<file path="src/rtl/controller_pkg.sv">
// Shared types for the multi-clip record/playback sequencer.
package controller_pkg;

    typedef enum logic [2:0] {
        ST_IDLE       = 3'd0,
        ST_REC_WAIT   = 3'd1,
        ST_REC_WRITE  = 3'd2,
        ST_PLAY_READ  = 3'd3,
        ST_PLAY_LATCH = 3'd4,
        ST_PLAY_SEND  = 3'd5,
        ST_FINISH     = 3'd6
    } ctrl_state_t;

    typedef enum logic [1:0] {
        MODE_IDLE   = 2'd0,
        MODE_PLAY   = 2'd1,
        MODE_RECORD = 2'd2
    } ctrl_mode_t;

endpackage

</file>
<file path="src/rtl/addr_counter.sv">
// Clip address counter with clear/enable and a look-ahead terminal compare.
module addr_counter #(
    parameter int unsigned LEN_WIDTH = 17
) (
    input  logic                 clock_i,
    input  logic                 reset_i,
    input  logic                 clear_i,
    input  logic                 enable_i,
    input  logic [LEN_WIDTH-1:0] term_i,
    output logic [LEN_WIDTH-1:0] count_o,
    output logic                 term_hit_c
);

    // Counter register; clear wins over enable.
    always_ff @(posedge clock_i or negedge reset_i) begin
        if (!reset_i) begin
            count_o <= '0;
        end else if (clear_i) begin
            count_o <= '0;
        end else if (enable_i) begin
            count_o <= count_o + LEN_WIDTH'(1);
        end
    end

    // True when the value after the next increment reaches term_i (one bit wider so it never wraps).
    assign term_hit_c = (({1'b0, count_o} + (LEN_WIDTH + 1)'(1)) == {1'b0, term_i});

endmodule

</file>
<file path="src/rtl/multi_clip_controller.sv">
// Record/playback sequencer for NUM_CLIPS clips with per-clip recorded length tracking.
module multi_clip_controller
    import controller_pkg::*;
#(
    parameter int unsigned NUM_CLIPS  = 4,
    parameter int unsigned CLIP_WORDS = 65536,
    parameter int unsigned ADDR_WIDTH = 16,
    parameter int unsigned SEL_WIDTH  = $clog2(NUM_CLIPS),
    parameter int unsigned LEN_WIDTH  = $clog2(CLIP_WORDS + 1)
) (
    input  logic                  clock_i,
    input  logic                  reset_i,
    input  logic                  play_i,
    input  logic                  record_i,
    input  logic                  stop_i,
    input  logic [SEL_WIDTH-1:0]  clip_sel_i,
    input  logic                  deser_valid_i,
    output logic                  deser_enable_o,
    output logic                  ser_start_o,
    input  logic                  ser_done_i,
    output logic [ADDR_WIDTH-1:0] mem_addr_o,
    output logic                  mem_we_o,
    output logic [NUM_CLIPS-1:0]  mem_en_o,
    output logic [SEL_WIDTH-1:0]  active_clip_o,
    output logic [1:0]            mode_o,
    output logic                  busy_o,
    output logic                  done_o,
    output logic [NUM_CLIPS-1:0]  clip_valid_o
);

    ctrl_state_t          state_q, state_d;
    ctrl_mode_t           op_mode_q, op_mode_d;
    logic [SEL_WIDTH-1:0] active_q, active_d;
    logic                 accept;

    logic [LEN_WIDTH-1:0] clip_len_q [NUM_CLIPS];
    logic [NUM_CLIPS-1:0] clip_valid_q;

    logic [LEN_WIDTH-1:0] count;
    logic [LEN_WIDTH-1:0] term;
    logic                 term_hit_c;
    logic                 cnt_en;

    logic                 busy_d, deser_en_d, mem_we_d, ser_start_d, done_d;
    logic [NUM_CLIPS-1:0] mem_en_d;
    ctrl_mode_t           mode_d;

    // Record ends at the clip capacity, playback at the recorded length.
    assign term   = (op_mode_q == MODE_RECORD) ? LEN_WIDTH'(CLIP_WORDS) : clip_len_q[active_q];
    assign cnt_en = (state_q == ST_REC_WRITE) || ((state_q == ST_PLAY_SEND) && ser_done_i);

    addr_counter #(
        .LEN_WIDTH (LEN_WIDTH)
    ) u_addr_counter (
        .clock_i    (clock_i),
        .reset_i    (reset_i),
        .clear_i    (accept),
        .enable_i   (cnt_en),
        .term_i     (term),
        .count_o    (count),
        .term_hit_c (term_hit_c)
    );

    // State, operation mode and latched clip registers.
    always_ff @(posedge clock_i or negedge reset_i) begin
        if (!reset_i) begin
            state_q   <= ST_IDLE;
            op_mode_q <= MODE_IDLE;
            active_q  <= '0;
        end else begin
            state_q   <= state_d;
            op_mode_q <= op_mode_d;
            active_q  <= active_d;
        end
    end

    // Next-state logic and command acceptance; play outranks record, empty-clip play is dropped.
    always_comb begin
        state_d   = state_q;
        op_mode_d = op_mode_q;
        active_d  = active_q;
        accept    = 1'b0;
        case (state_q)
            ST_IDLE: begin
                if (play_i) begin
                    if (clip_len_q[clip_sel_i] != '0) begin
                        state_d   = ST_PLAY_READ;
                        op_mode_d = MODE_PLAY;
                        active_d  = clip_sel_i;
                        accept    = 1'b1;
                    end
                end else if (record_i) begin
                    state_d   = ST_REC_WAIT;
                    op_mode_d = MODE_RECORD;
                    active_d  = clip_sel_i;
                    accept    = 1'b1;
                end
            end
            ST_REC_WAIT: begin
                if (stop_i) begin
                    state_d = ST_FINISH;
                end else if (deser_valid_i) begin
                    state_d = ST_REC_WRITE;
                end
            end
            ST_REC_WRITE: begin
                state_d = (stop_i || term_hit_c) ? ST_FINISH : ST_REC_WAIT;
            end
            ST_PLAY_READ: begin
                state_d = stop_i ? ST_FINISH : ST_PLAY_LATCH;
            end
            ST_PLAY_LATCH: begin
                state_d = stop_i ? ST_FINISH : ST_PLAY_SEND;
            end
            ST_PLAY_SEND: begin
                if (stop_i) begin
                    state_d = ST_FINISH;
                end else if (ser_done_i) begin
                    state_d = term_hit_c ? ST_FINISH : ST_PLAY_READ;
                end
            end
            ST_FINISH: begin
                state_d = ST_IDLE;
            end
            default: begin
                state_d = ST_IDLE;
            end
        endcase
    end

    // Output decode from the upcoming state so every output leaves a flop.
    always_comb begin
        busy_d      = (state_d != ST_IDLE);
        mode_d      = (state_d == ST_IDLE) ? MODE_IDLE : op_mode_d;
        deser_en_d  = (state_d == ST_REC_WAIT);
        mem_we_d    = (state_d == ST_REC_WRITE);
        mem_en_d    = '0;
        if ((state_d == ST_REC_WRITE) || (state_d == ST_PLAY_READ)) begin
            mem_en_d = NUM_CLIPS'(1) << active_d;
        end
        ser_start_d = (state_d == ST_PLAY_SEND) && (state_q != ST_PLAY_SEND);
        done_d      = (state_d == ST_FINISH);
    end

    // Registered control outputs.
    always_ff @(posedge clock_i or negedge reset_i) begin
        if (!reset_i) begin
            busy_o         <= 1'b0;
            mode_o         <= 2'd0;
            deser_enable_o <= 1'b0;
            mem_we_o       <= 1'b0;
            mem_en_o       <= '0;
            ser_start_o    <= 1'b0;
            done_o         <= 1'b0;
        end else begin
            busy_o         <= busy_d;
            mode_o         <= mode_d;
            deser_enable_o <= deser_en_d;
            mem_we_o       <= mem_we_d;
            mem_en_o       <= mem_en_d;
            ser_start_o    <= ser_start_d;
            done_o         <= done_d;
        end
    end

    // Length table: a finished recording stores the number of words written.
    always_ff @(posedge clock_i or negedge reset_i) begin
        if (!reset_i) begin
            for (int i = 0; i < int'(NUM_CLIPS); i++) begin
                clip_len_q[i] <= '0;
            end
            clip_valid_q <= '0;
        end else if ((state_q == ST_FINISH) && (op_mode_q == MODE_RECORD)) begin
            clip_len_q[active_q]   <= count;
            clip_valid_q[active_q] <= (count != '0);
        end
    end

    assign mem_addr_o    = ADDR_WIDTH'(count);
    assign active_clip_o = active_q;
    assign clip_valid_o  = clip_valid_q;

endmodule

</file>
<file path="config.mk">
export PLATFORM = sky130hd
export DESIGN_NAME = multi_clip_controller
export DESIGN_NICKNAME = d
export VERILOG_FILES = /design/src/rtl/controller_pkg.sv /design/src/rtl/addr_counter.sv /design/src/rtl/multi_clip_controller.sv
export SDC_FILE = /design/constraint.sdc
export NUM_CORES = 1
export LEC_CHECK = 0
export ABC_AREA = 1
export ABC_CLOCK_PERIOD_IN_PS = 3000
export CAP_MARGIN = 20
export CORE_MARGIN = 3
export CORE_UTILIZATION = 40
export DETAILED_ROUTE_END_ITERATION = 10
export GPL_TIMING_DRIVEN = 0
export PLACE_DENSITY_LB_ADDON = 0.25
export SYNTH_ARGS = -nofsm -noshare
export SYNTH_HDL_FRONTEND = slang
export SYNTH_SLANG_ARGS = --single-unit
export TNS_END_PERCENT = 20
</file>
<file path="constraint.sdc">
create_clock -name clock_i -period 3 [get_ports clock_i]
set_clock_uncertainty 0.15 [all_clocks]
set_input_delay 0.3 -clock clock_i [delete_from_list [all_inputs] [get_ports clock_i]]
set_output_delay 0.3 -clock clock_i [all_outputs]
set_load 0.02 [all_outputs]
</file>
==> impl_metrics.ini <==
[final_layout]
area_growth_pct = 16.2
instances_no_fill = 1111
antenna_cells = 0
post-route-util_pct = 48.2
drive_gt1_share_pct = 8.63
nFillCells = 1487
final_area_um2 = 7080
layout.nets = 934

[clock_network]
clk_pin_slew_worst_paths_ns = 0.08
cts_tree = done
cts_buffer_depth = 2
insertion_delay_ns = 0.37
cts_sinks = 107
cts_buffers = 9
cts_setup_buffers = 0
root_buffer = clkbuf_16
htree_levels = 3

[placed_design]
place_inst = 1095
postPlaceCellArea_um2 = 6760
place_congestion = 0.909
place_hpwl_mm = 14.0
io_buffers = 41

[worst_hold_path]
hp-class = in2async

[power]
p_seq_share_pct = 31.9
peakVddDrop_mv = 0.456
cellLeakagePower_nw = 3.45
p_clk_share_pct = 19.7
power_per_cell_area_nw_per_um2 = 886
swShare_pct = 45.3
power.internal_mw = 3.43
p_sw_mw = 2.84
pwr-share-comb_pct = 48.4

[logic_synthesis]
netlist_area_um2 = 6090
synth.top_cell.area_share_pct = 44.0
synth.most_common_cell = nand2_1
syn_inst = 869
yosys.cell_types.count = 32
seq_area_frac_synth_pct = 44.0
synth_top_area_cell = dfrtp_1
ys.flop_type = dfrtp_1
ys_warn_count = 0
synth_commonest_cells = nand2_1 (318), dfrtp_1 (107), o21ai_0 (93)
synthTopCellsByArea = dfrtp_1 (44%), nand2_1 (20%), o21ai_0 (7.6%), nor2_1 (4.9%), inv_1 (4.6%)
syn_avg_cell_area_um2 = 7.01
async_reset_ff_share_pct = 100
syn-num-nets = 880
synth_seq_cells = 107
synth_edf_count = 0

[floorplanning]
ioPinCount = 42
rows = 44
die_area_um2 = 16700
initial_core_util_pct = 41.4
dieWidth_um = 129
design.core.area_um2 = 14700
dieHeight_um = 129

[global_routing]
grt_pass1_wl_mm = 30.1
antenna_found_initial = 0
grt_max_degree = 72
grt_pass1_vias = 5547
grt_use_total_pct = 23.7
overflow = 0

[route]
detail-route-antenna-nets = 0
drt-initial-drc-count = 534
detail_route.vias_per_cell = 5.26
wl_per_cell_um = 17.0
routed_wl_mm = 18.9
drt_pass1_iterations = 5
vias = 5840
drc = 0

[timing]
slew_headroom_pct = 54.6
totalNegativeSetupSlack_ns = 0
setup_viol = 0
finalWorstPathRequiredPeriod_ns = 2.77
timing.final.max_slew_violations = 0
finalCritPeriodShare_pct = 92.2
tightest_slew_ns = 0.680
rsz0062_at_grt = false
clock.fmax_ghz = 0.361
finalHoldViolCount = 0

[critical_path]
cpMostUsedCell = nand2_1
path_class = in2reg
worst-path-max-fanout = 10
critPathArrivalTime_ns = 2.90
crit_chain = clkdlybuf4s50_1 -> inv_1 -> nor4_1 -> nand4_1 -> nand2_1 -> nand2_1 -> nand2_1 -> nand2_1 -> nand2_1 -> nand2_1 -> buf_2 -> o22ai_1
crit_path_max_incr_delay_ns = 0.63
cp-start-kind = input port
endpoint_kind = register
required_ns = 3.13
crit_path_top_delay_cell = clkdlybuf4s50_1

[outcome]
outcome = completed

[job]
drv_cap = 0
-- critical path, delay by kind of cell --
| family | cells | cell delay [ns] |
|---|---|---|
| AO/OA/AOI/OAI | 1 | 0.17 |
| buffers and inverters | 3 | 1.08 |
| AND/OR/NAND/NOR | 8 | 1.34 |
-- per-layer routing --
metal  wire [µm]  vias to the layer above  share of wire, %  global-route usage, %
li1            -                     2877                 -                      -
met1        8780                     2732                46                   34.3
met2        8510                      192                45                   35.6
met3        1160                       39               6.1                   4.58
met4         485                        0               2.6                   8.37
met5           0                        -                 0                      0
-- cells by family (layout without fill, tap and decap cells) --
logic type / Yosys count / in the layout / share of synthesized area (%)
buffers and inverters: 124 / 182 / 9.02
adder cells (fa/ha/maj): 2 / 2 / 0.411
XOR/XNOR: 2 / 2 / 0.288
flip-flops: 107 / 107 / 44.0
AND/OR/NAND/NOR: 509 / 509 / 35.3
multiplexers: 1 / 1 / 0.164
AO/OA/AOI/OAI: 124 / 124 / 10.9
-- per-stage QoR --
step / total power [mW] / hold slack, ns / setup WS [ns]
4_1_cts: 6.27 / 0.328 / 0.156
5_1_grt: 6.71 / 0.357 / 0.0280
6_report: 6.27 / 0.309 / 0.234
3_3_place_gp: 5.01 / 0.315 / -2.74
3_5_place_dp: 5.03 / 0.161 / -0.101
2_1_floorplan: 3.93 / -0.146 / 0.724
-- layout by cell type (no fill, tap or decap), types with 3 or more instances in the layout --
cell	netlist	final
nand2_1	318	318
dfrtp_1	107	107
o21ai_0	93	93
nor2_1	79	76
inv_1	75	75
nand3_1	52	52
clkdlybuf4s50_1	0	40
buf_4	19	20
nand4_1	16	16
nor3_1	14	14
clkbuf_1	12	12
nor2_2	8	11
buf_2	10	10
o22ai_1	10	10
a21oi_1	9	9
clkbuf_16	0	9
nor4_1	7	7
inv_2	6	6
nor2_4	5	5
nand2_2	5	5
nand2_4	3	3
o21ai_1	3	3
a21oi_2	3	3
-- worst paths after layout --
kind	from	end	slack [ns]	depth (start not counted)
max	clip_sel_i[0]	u_addr_counter.count_o[4]	0.23	12
min	reset_i	clip_len_q[46]	0.31	2
max reg2reg	state_q[2]	u_addr_counter.count_o[4]	0.25	8
min reg2reg	clip_valid_o[3]	clip_valid_o[3]	0.34	2
max in group asynchronous	reset_i	clip_valid_o[0]	1.68	3
min in group clock_i	clip_valid_o[3]	clip_valid_o[3]	0.34	2
-- power by group through the flow --
stage	sequential, mW	clock [mW]	combinational, mW
3_5_place_dp	2.02	0	3.01
6_report	2.00	1.24	3.03
3_3_place_gp	2.02	0	2.99
5_1_grt	2.04	1.31	3.36
2_1_floorplan	2.06	0	1.88
4_1_cts	1.99	1.25	3.02
-- sequential cells by signal, indices dropped and copies added, names as in the netlist --
signal,count
ser_start_o,1
op_mode_q,2
busy_o,1
deser_enable_o,1
u_addr_counter.count_o,17
done_o,1
mem_we_o,1
state_q,3
mode_o,2
clip_len_q,68
mem_en_o,4
clip_valid_o,4
active_clip_o,2
-- repair_timing --
item / CTS / global route
endpoints found under the setup margin: 0 / 22
hold buffers: 1 / 0
resized for setup: 0 / 3
endpoints found under the hold margin: 36 / 0
-- final cells by class --
type,count,area (µm²),area share (%)
plain buffers,41,238,3.36
clock buffers,11,253,3.57
clock inverters,4,50.0,0.707
inverters,83,312,4.40
multi-input cells,638,2870,40.6
flip-flops and latches,107,2680,37.8
well taps,184,230,3.25
repair buffers,43,445,6.29
Power figures use the tool's default switching activity.
==> variant: new RTL, same flow settings <==
Change the parameter `CLIP_WORDS` from 65536 to 262144.
--- a/src/rtl/multi_clip_controller.sv
+++ b/src/rtl/multi_clip_controller.sv
@@ -4,5 +4,5 @@
 #(
     parameter int unsigned NUM_CLIPS  = 4,
-    parameter int unsigned CLIP_WORDS = 65536,
+    parameter int unsigned CLIP_WORDS = 262144,
     parameter int unsigned ADDR_WIDTH = 16,
     parameter int unsigned SEL_WIDTH  = $clog2(NUM_CLIPS),
Check against the original RTL: same outputs for any inputs over 10 cycles, from zero or initial values and one cycle with reset_i low; that may be too few to reach the edited logic, so the function may still have changed.
==> variant against the unedited design <==
Synthesized area grew 8.7%. Sequential power up 11%. Cell count rose by 10%. Routed wire length increased by 2.7%. First-iteration DRC count up 9.0%. Maximum frequency decreased by 0.87%. Sequential cell count rose by 10. Non-clock buffer count increased by 8. Combinational power increased by 6%. Total power up 18%. Worst setup slack lost 0.024 ns. Final area grew 12%. Critical path type unchanged. Highest routed layer unchanged.
==> variant: results <==
set metrics [dict create \
    dpl_cell_area_sq_um 7330 \
    met2_length_mm 8.56 \
    synth_compound_area_share_pct 9.45 \
    synth_commonest_cells "nand2_1 (338), dfrtp_1 (117), o21ai_0 (96)" \
    status "completed" \
    synth_cell_types 33 \
    grt_pass1_wl_mm 31.2 \
    cp.arrival_ns 2.97 \
    gr-usage-all-layers_pct 22.2 \
    synth.area.mux_share_pct 0.510 \
    hpwl_mm 14.5 \
    power_density_nw_per_um2 928 \
    gr-usage-met1_pct 32.7 \
    biggestRegsByFlops "clip_len_q x76, u_addr_counter.count_o x19" \
    syn_inst 930 \
    critPathTopFamily "buffers and inverters" \
    synth_fa_ha_area_share_pct 0.378 \
    clk_latency_ns 0.43 \
    swShare_pct 42.4 \
    grt_pass1_vias 5780 \
    drive_above_1_share_pct 10.7 \
    dp.cells 1188 \
    cts_max_level 4 \
    nFillCells 1574 \
    viasPerCell 5.19 \
    wl_met3_mm 1.39 \
    grt_util_met3_pct 3.65 \
    synth_nets 941 \
    grt_start_max_net_pins 90 \
    yosys-top-cells-area "dfrtp_1 (44%), nand2_1 (19%), o21ai_0 (7.3%)" \
    yosys.area_share.xor_xnor_pct 0.661 \
]
variant: final timing paths:
kind                                  start                          to  slack [ns]  cells after the start
setup / recovery              clip_sel_i[0]  u_addr_counter.count_o[15]        0.21                     12
hold / removal                      reset_i                 mem_en_o[1]        0.17                      2
setup reg to reg           active_clip_o[0]                   mode_o[0]        0.24                     18
hold reg to reg              clip_len_q[57]              clip_len_q[57]        0.34                      2
max in group asynchronous           reset_i              clip_len_q[47]        1.80                      3
min in group clock_i                 stop_i                 ser_start_o        0.33                      2
variant: final cells by class:
class,count,area [sq um],area share (%)
Clock buffer,23,498,6.27
Clock inverter,9,75.1,0.945
Timing Repair Buffer,46,472,5.94
Tap cell,216,270,3.40
Multi-Input combinational cell,689,3140,39.5
Inverter,78,293,3.68
Sequential cell,117,2930,36.9
Buffer,46,267,3.35
variant: what timing repair did:
action                     4_1_cts  5_1_grt
hold endpoints to repair        28        0
hold buffers                     1        0
gates resized for setup          0        6
setup endpoints to repair        0       13
setup buffers                    0        3
